===== src/rtl/pc_unit_stall_if.sv =====
// Fetch-PC control/observe bundle between the
// hazard/branch logic and the PC unit.
interface pc_unit_stall_if #(
  parameter int WIDTH = 32
);
  logic             stall;
  logic [2:0]       pc_src;
  logic             branch_taken;
  logic [WIDTH-1:0] branch_target;
  logic [25:0]      jump_target;
  logic [WIDTH-1:0] jr_target;
  logic [WIDTH-1:0] pc;
  logic [WIDTH-1:0] pc_plus;
  logic             redirect_pend;

  modport master (
    output stall, pc_src, branch_taken,
    output branch_target, jump_target, jr_target,
    input  pc, pc_plus, redirect_pend
  );

  modport slave (
    input  stall, pc_src, branch_taken,
    input  branch_target, jump_target, jr_target,
    output pc, pc_plus, redirect_pend
  );
endinterface


===== src/rtl/pc_unit_stall.sv =====
// IF-stage program counter with stall, buffered
// redirect and kernel-bit protection.
module pc_unit_stall #(
  parameter int               WIDTH     = 32,
  parameter logic [WIDTH-1:0] RESET_VEC = 32'h80000000,
  parameter logic [WIDTH-1:0] ILLOP_VEC = 32'h80000004,
  parameter logic [WIDTH-1:0] XADR_VEC  = 32'h80000008,
  parameter int               STEP      = 4
) (
  input logic            clk,
  input logic            reset,
  pc_unit_stall_if.slave bus
);
  localparam int KB = WIDTH - 1;
  localparam logic [KB-1:0] STEP_L = KB'(STEP);

  logic [WIDTH-1:0] pc_q;
  logic [WIDTH-1:0] buf_q;
  logic             pend_q;
  logic [WIDTH-1:0] seq;
  logic [WIDTH-1:0] cand;
  logic             k;
  logic             redir;
  logic             exc;

  assign k   = pc_q[KB];
  assign seq = {k, pc_q[KB-1:0] + STEP_L};

  assign bus.pc            = pc_q;
  assign bus.pc_plus       = seq;
  assign bus.redirect_pend = pend_q;

  assign exc   = bus.pc_src[2];
  assign redir = (bus.pc_src == 3'b010)
               | (bus.pc_src == 3'b011)
               | ((bus.pc_src == 3'b001)
                  & bus.branch_taken);

  // Candidate next PC; user code may never set K
  always_comb begin
    cand = seq;
    case (bus.pc_src)
      3'b000: cand = seq;
      3'b001: cand = bus.branch_taken
                   ? {k, bus.branch_target[KB-1:0]}
                   : seq;
      3'b010: cand = {k, {(WIDTH-27){1'b0}},
                      bus.jump_target};
      3'b011: cand = {bus.jr_target[KB] & k,
                      bus.jr_target[KB-1:0]};
      3'b100: cand = ILLOP_VEC;
      default: cand = XADR_VEC;
    endcase
  end

  // PC / redirect buffer update, exception first
  always_ff @(posedge clk or negedge reset) begin
    if (!reset) begin
      pc_q   <= RESET_VEC;
      pend_q <= 1'b0;
      buf_q  <= '0;
    end else if (exc) begin
      pc_q   <= cand;
      pend_q <= 1'b0;
    end else if (bus.stall) begin
      if (redir) begin
        buf_q  <= cand;
        pend_q <= 1'b1;
      end
    end else if (redir) begin
      pc_q   <= cand;
      pend_q <= 1'b0;
    end else if (pend_q) begin
      pc_q   <= buf_q;
      pend_q <= 1'b0;
    end else begin
      pc_q <= seq;
    end
  end
endmodule


===== src/flat_wrapper.sv =====
// flat-port wrapper written by rule: the top's interface ports become plain ports
module pc_unit_stall_flat 
#(
  parameter int               WIDTH     = 32,
  parameter logic [WIDTH-1:0] RESET_VEC = 32'h80000000,
  parameter logic [WIDTH-1:0] ILLOP_VEC = 32'h80000004,
  parameter logic [WIDTH-1:0] XADR_VEC  = 32'h80000008,
  parameter int               STEP      = 4
)
  (clk, reset, bus_stall, bus_pc_src, bus_branch_taken, bus_branch_target, bus_jump_target, bus_jr_target, bus_pc, bus_pc_plus, bus_redirect_pend);
  pc_unit_stall_if #(.WIDTH(WIDTH)) bus_i ();
  input logic clk;
  input logic reset;
  input wire logic [$bits(bus_i.stall)-1:0] bus_stall;
  input wire logic [$bits(bus_i.pc_src)-1:0] bus_pc_src;
  input wire logic [$bits(bus_i.branch_taken)-1:0] bus_branch_taken;
  input wire logic [$bits(bus_i.branch_target)-1:0] bus_branch_target;
  input wire logic [$bits(bus_i.jump_target)-1:0] bus_jump_target;
  input wire logic [$bits(bus_i.jr_target)-1:0] bus_jr_target;
  output wire logic [$bits(bus_i.pc)-1:0] bus_pc;
  output wire logic [$bits(bus_i.pc_plus)-1:0] bus_pc_plus;
  output wire logic [$bits(bus_i.redirect_pend)-1:0] bus_redirect_pend;
  assign bus_i.stall = bus_stall;
  assign bus_i.pc_src = bus_pc_src;
  assign bus_i.branch_taken = bus_branch_taken;
  assign bus_i.branch_target = bus_branch_target;
  assign bus_i.jump_target = bus_jump_target;
  assign bus_i.jr_target = bus_jr_target;
  assign bus_pc = bus_i.pc;
  assign bus_pc_plus = bus_i.pc_plus;
  assign bus_redirect_pend = bus_i.redirect_pend;
  pc_unit_stall #(.WIDTH(WIDTH), .RESET_VEC(RESET_VEC), .ILLOP_VEC(ILLOP_VEC), .XADR_VEC(XADR_VEC), .STEP(STEP)) u_core (.clk(clk), .reset(reset), .bus(bus_i));
endmodule

===== config.mk =====
export PLATFORM = sky130hd
export DESIGN_NAME = pc_unit_stall_flat
export DESIGN_NICKNAME = d
export VERILOG_FILES = /design/src/rtl/pc_unit_stall_if.sv /design/src/rtl/pc_unit_stall.sv /design/src/flat_wrapper.sv
export SDC_FILE = /design/constraint.sdc
export NUM_CORES = 1
export LEC_CHECK = 0
export ABC_AREA = 1
export BUFFER_PORTS_ARGS = -buffer_cell sky130_fd_sc_hd__buf_4
export CAP_MARGIN = 30
export CORE_ASPECT_RATIO = 1.25
export CORE_MARGIN = 4
export CORE_UTILIZATION = 48
export DETAILED_ROUTE_END_ITERATION = 10
export GPL_TIMING_DRIVEN = 1
export PLACE_DENSITY_LB_ADDON = 0.05
export SYNTH_ARGS = -nofsm -noshare
export SYNTH_HDL_FRONTEND = slang
export SYNTH_SLANG_ARGS = --single-unit
export TNS_END_PERCENT = 5

===== constraint.sdc =====
create_clock -name clk -period 1.7 [get_ports clk]
set_input_delay 0.34 -clock clk [delete_from_list [all_inputs] [get_ports clk]]
set_output_delay 0.34 -clock clk [all_outputs]
set_load 0.02 [all_outputs]

### Word-level counts from Yosys, hierarchy flattened

Cells that the tools add are included.

* register bits: 65
* input port bits: 97
* output and inout port bits: 65
* logic and storage cells: 29

* mux-type cells: 9
* eq/ne operators: 6
* reduce and logical (&&, ||, !) cells: 4
* bitwise logic cells: 5
* $add $sub $neg: 1

Operators by type and width (number)
* $pmux W32 S5: 1
* $mux W32: 4
* $add A31 B3 Y31 const B: 1
* $mux W31: 1
* $eq A3 B2 Y1 const B: 2
* $eq A3 B1 Y1 const B: 1
* $eq A3 B3 Y1 const B: 1
* $logic_not A3 Y1: 1
* $mux W1: 3
* $ne A3 B1 Y1 const B: 1
* $reduce_and A3 Y1: 1
* $reduce_bool A3 Y1: 1
* $and A1 B1 Y1: 2
* $ne A2 B1 Y1 const B: 1
* $or A1 B1 Y1: 2
* $reduce_and A2 Y1: 1
* $not A1 Y1: 1

### Longest topological paths before layout

* depth in word-level cells: 6
* gate-level depth with buffers: 13
* mapped depth without buffers: 13

### Least setup slack after synthesis

Ideal clock, no wire load.

* path type: flip-flop to flip-flop
* start point: reg u_core.pc_q[2], in the netlist u_core.bus.pc[2]
* end point: reg u_core.pc_q[10], in the netlist u_core.bus.pc[10]
* slack: -329 ps
* stages on the path, launching flop included: 10
* setup time: 66 ps
* arrival time: 1963 ps
* data required time: 1634 ps
* path through: dfrtp_1 ha_1 nand2_1 nor2_4 nand2_4 xor2_1 o21ai_0 a21oi_1 o21ai_1 nand2_1

* longest elaborated chain between the ends: 6
* elaborated cells between the ends (all ways): 7
* those cells by class: add/sub: 1; mux: 6

RTL lines
* start: declaration: RTL line pc_unit_stall.sv:17 `logic [WIDTH-1:0] pc_q;`
* start signal: assignment: RTL line pc_unit_stall.sv:63 `pc_q <= cand;`
* start signal: assignment: RTL line pc_unit_stall.sv:71 `pc_q <= cand;`
* start signal: assignment: RTL line pc_unit_stall.sv:74 `pc_q <= buf_q;`
* $add A31 B3 Y31 *: RTL line pc_unit_stall.sv:27 `assign seq = {k, pc_q[KB-1:0] + STEP_L};`
* via bus_pc_plus[10]: RTL line flat_wrapper.sv:21 `output wire logic [$bits(bus_i.pc_plus)-1:0] bus_pc_plus;`
* $mux W31: RTL line pc_unit_stall.sv:45 `? {k, bus.branch_target[KB-1:0]}`
* $pmux W32 S5: RTL line pc_unit_stall.sv:42 `case (bus.pc_src)`
* $mux W32: RTL line pc_unit_stall.sv:70 `end else if (redir) begin`
* $mux W32: RTL line pc_unit_stall.sv:65 `end else if (bus.stall) begin`
* $mux W32 *: RTL line pc_unit_stall.sv:62 `end else if (exc) begin`

The timed path passes the listed nets; every way through them passes the cells marked *. The select of a mux whose other input is x is not followed.
A chain may end at the register's enable or synchronous reset.

### Worst setup path in the final report

* start point: reg u_core.pc_q[2], in the netlist u_core.bus.pc[2]
* end point: out bus_pc_plus[30]

* longest elaborated chain between the ends: 1

RTL lines (RTL line)
* $add A31 B3 Y31: pc_unit_stall.sv:27
* end: declaration: flat_wrapper.sv:21

Every way passes these cells.

==> results by group <==
Global routing
  • First-pass GRT wire length: 31820 µm
  • Gr usage total: about a third
  • Met2 GRT Util: 53.43%
  • Vias in the first global route: 6523
  • GR peak layer: met2
  • Largest net degree at the start of global routing: 42
  • Met1 Track Usage GR: 39.70%
  • Number of antenna violations at the first check in global routing: 0
  • GRT met3 Usage: 4.038%
  • Grt ovf: 0

Logic synthesis
  • Synth top area cells: dfrtp_1 30%, nand2_1 20%, nor2_1 8.1%
  • Mapped Nets: 980
  • Cells after Synth: 882
  • Synth area leader: dfrtp_1
  • Synth Warn #: 0
  • FFs w/ async S/R, synth: 100.0%
  • Register area share after synthesis: 30.61%
  • Synth Area per Inst: 6.029 µm²
  • EDFF count, synth: 0
  • Synth unique cells: 42
  • Count of state elements after synthesis: 65
  • Mapped cell area: 0.005318 mm²
  • Main synth FF type: dfrtp_1
  • Share of the synthesized area in the top cell type: between 30 and 40%

Layout
  • # diodes: 0
  • Most frequent cells in the layout: 250 x buf_4, 246 x nand2_1, 96 x nor2_1, 94 x inv_1, 68 x a21oi_1
  • Area growth syn-to-layout: 54.21%
  • Fill count: 879
  • Commonest non-fill, non-tap cell in the layout: buf_4
  • Layout cell share with drive strength beyond 1: 36.53%
  • Final nets: 1218

Floorplan
  • Row count: 42
  • Core ar.: between 0.01 and 0.015 mm²
  • Initial Utilization: between 40% and 50%
  • IO Pins: 162
  • Die width: 102.1 µm
  • Die ar.: between 0.01 and 0.015 mm²
  • Chip height: 125.7 µm

Routing
  • Wire length per cell: 16.30 µm
  • Vias per Instance: 5.425
  • Routed Antenna Nets: 0
  • Drt first pass iters: 5
  • Vias after detailed routing: slightly below 7000
  • DRT Wirelength: 20490 µm
  • Post-route DRC: 0
  • Initial DRC count: 377

Critical path
  • WP data required: 1.36 ns
  • Worst Setup Start Kind: flip-flop
  • Worst Path Arrival: 1.88 ns
  • Critical path peak fanout: 7
  • WS Path Type: reg -> out
  • Crit path capture type: primary output

Clock network
  • Clk Tree Root Cell: clkbuf_16
  • Reg clk slew, reported paths: around 0.060 ns
  • Skew-Pair Late Insertion Delay: 0.34 ns
  • Hold buffers post-CTS: 0
  • Clock tree buffer depth: 2
  • CTS Buf Count: 9
  • H-tree Lvls: 3
  • CTS tree: done
  • Clk sinks: 65

Timing
  • Final setup fails: between 40 and 50
  • Max-slew violations: 0
  • FMAX: roughly 450 MHz
  • Worst-Margin Slew: approximately 0.61 ns
  • Hold_ws: -0.009117 ns
  • Max transition margin: 59.04%
  • Final setup TNS: -11.01 ns
  • Final Cycle Share: 130.7%
  • Final hold violation count: 3
  • Worst Skew: roughly 0.0055 ns
  • Final worst slack: -0.5211 ns
  • Unrepaired setup endpoints after global routing: yes
  • Min Tclk post-route: 2.221 ns

Power and ir drop
  • P_sw: between 2 and 3 mW
  • Switching share of power: around 37%
  • Gate power share: 42.0%
  • Max IR drop VDD: roughly 0.44 mV
  • Seq pwr share: ~30%
  • Clock network fraction of design power: approximately 28%
  • Leakage Power: 4.146 nW
  • Internal power: 4.300 mW
  • Final Power: 6.868 mW
  • Power per Cell Area: 837.6 mW/mm²

Placed design
  • GP Congestion: just over 0.9
  • DP HPWL: 14780 µm
  • IO buf count: 160
  • Post-placement setup slack: -0.1555 ns

Outcome
  • Failing checks: negative hold slack, negative setup slack
  • Outcome: finished, violations left

Job
  • Max_cap viols: 0

Worst hold path
  • Min-delay worst type: in -> async
critical path, stage by stage (launching register included):
cell     delay [ns]
dfrtp_2        0.39
ha_4           0.15
nand2_4        0.06
nor2_4         0.18
nand2_4        0.13
nor2_8         0.19
nand3_2        0.13
nand2_2        0.14
inv_2          0.04
buf_6          0.12
logic make-up after synthesis:
family	Yosys count	synth area share, %
DFF	65	30.61
AOI/OAI and AO/OA	174	18.26
xor gates and xnor gates	7	1.435
buffers and inverters	144	10.56
adders and majority gates	1	0.2353
and+or+nand+nor	491	38.89
per-stage QoR:
stage	instances	instance area, µm²	utilization [%]
after detailed placement	1230	7398	69.01
after global placement	1230	7398	69.01
after global routing	1257	8200	76.49
after CTS	1250	7923	73.90
after floorplan	882	5371	-
final	1257	8200	76.49
Yosys cell counts, types with 5 or more instances:
cell type	instances
nand4_1	6
buf_2	8
clkbuf_1	26
nand2_1	285
o211ai_1	8
nor2_1	115
a22oi_1	14
nand3_1	56
nor2_2	6
a21oi_1	71
o21ai_1	16
nand2_2	6
nor2_4	6
o21ai_0	49
dfrtp_1	64
inv_2	5
inv_1	96
power by group through the flow:
stage | logic [mW] | clock network (mW) | registers (mW)
5_1_grt | 3.15 | 1.98 | 2.09
3_5_place_dp | 2.62 | 0 | 2.05
4_1_cts | 2.74 | 1.93 | 2.03
2_1_floorplan | 1.21 | 0 | 2.21
6_report | 2.89 | 1.92 | 2.06
3_3_place_gp | 2.59 | 0 | 2.04
registers in the layout, summed over array words and instances (netlist names):
signal                    flops
u_core.bus.pc                32
u_core.buf_q                 32
u_core.bus.redirect_pend      1
repair_timing:
action                     CTS  global route
setup endpoints to repair   60            78
gates resized for setup     44            74
buffers inserted             4             7
pin swaps                   13            33
worst paths after layout:
check,from,end,slack (ns),cells after the start
hold reg to reg,u_core.buf_q[2]$_DFFE_PN0P_,u_core.buf_q[2]$_DFFE_PN0P_,0.49,2
setup reg to reg,u_core.bus.pc[2]$_DFFE_PN0N_,u_core.bus.pc[10]$_DFFE_PN0N_,-0.10,10
min in group clk,bus_jump_target[2],u_core.buf_q[2]$_DFFE_PN0P_,0.32,3
setup / recovery,u_core.bus.pc[2]$_DFFE_PN0N_,bus_pc_plus[30],-0.52,9
hold / removal,reset,u_core.bus.pc[21]$_DFFE_PN0N_,-0.009,1
max in group asynchronous,reset,u_core.bus.pc[9]$_DFFE_PN0N_,1.16,2
routing by layer:
metal / share of wire [%] / vias to the layer above
met5: 0 / -
met1: 38 / 3164
met2: 51 / 313
met3: 7.7 / 49
met4: 2.8 / 0
li1: - / 3293
final cells by class:
type / count / area [µm²] / area share [%]
multi-input cells: 673 / 3558 / 43.39
repair buffers: 268 / 2150 / 26.21
flip-flops and latches: 65 / 1638 / 19.97
inverters: 103 / 389.1 / 4.745
clock buffers: 13 / 260.3 / 3.174
well taps: 132 / 165.2 / 2.014
clock inverters: 3 / 40.04 / 0.4883
Power figures use the tool's default switching activity.
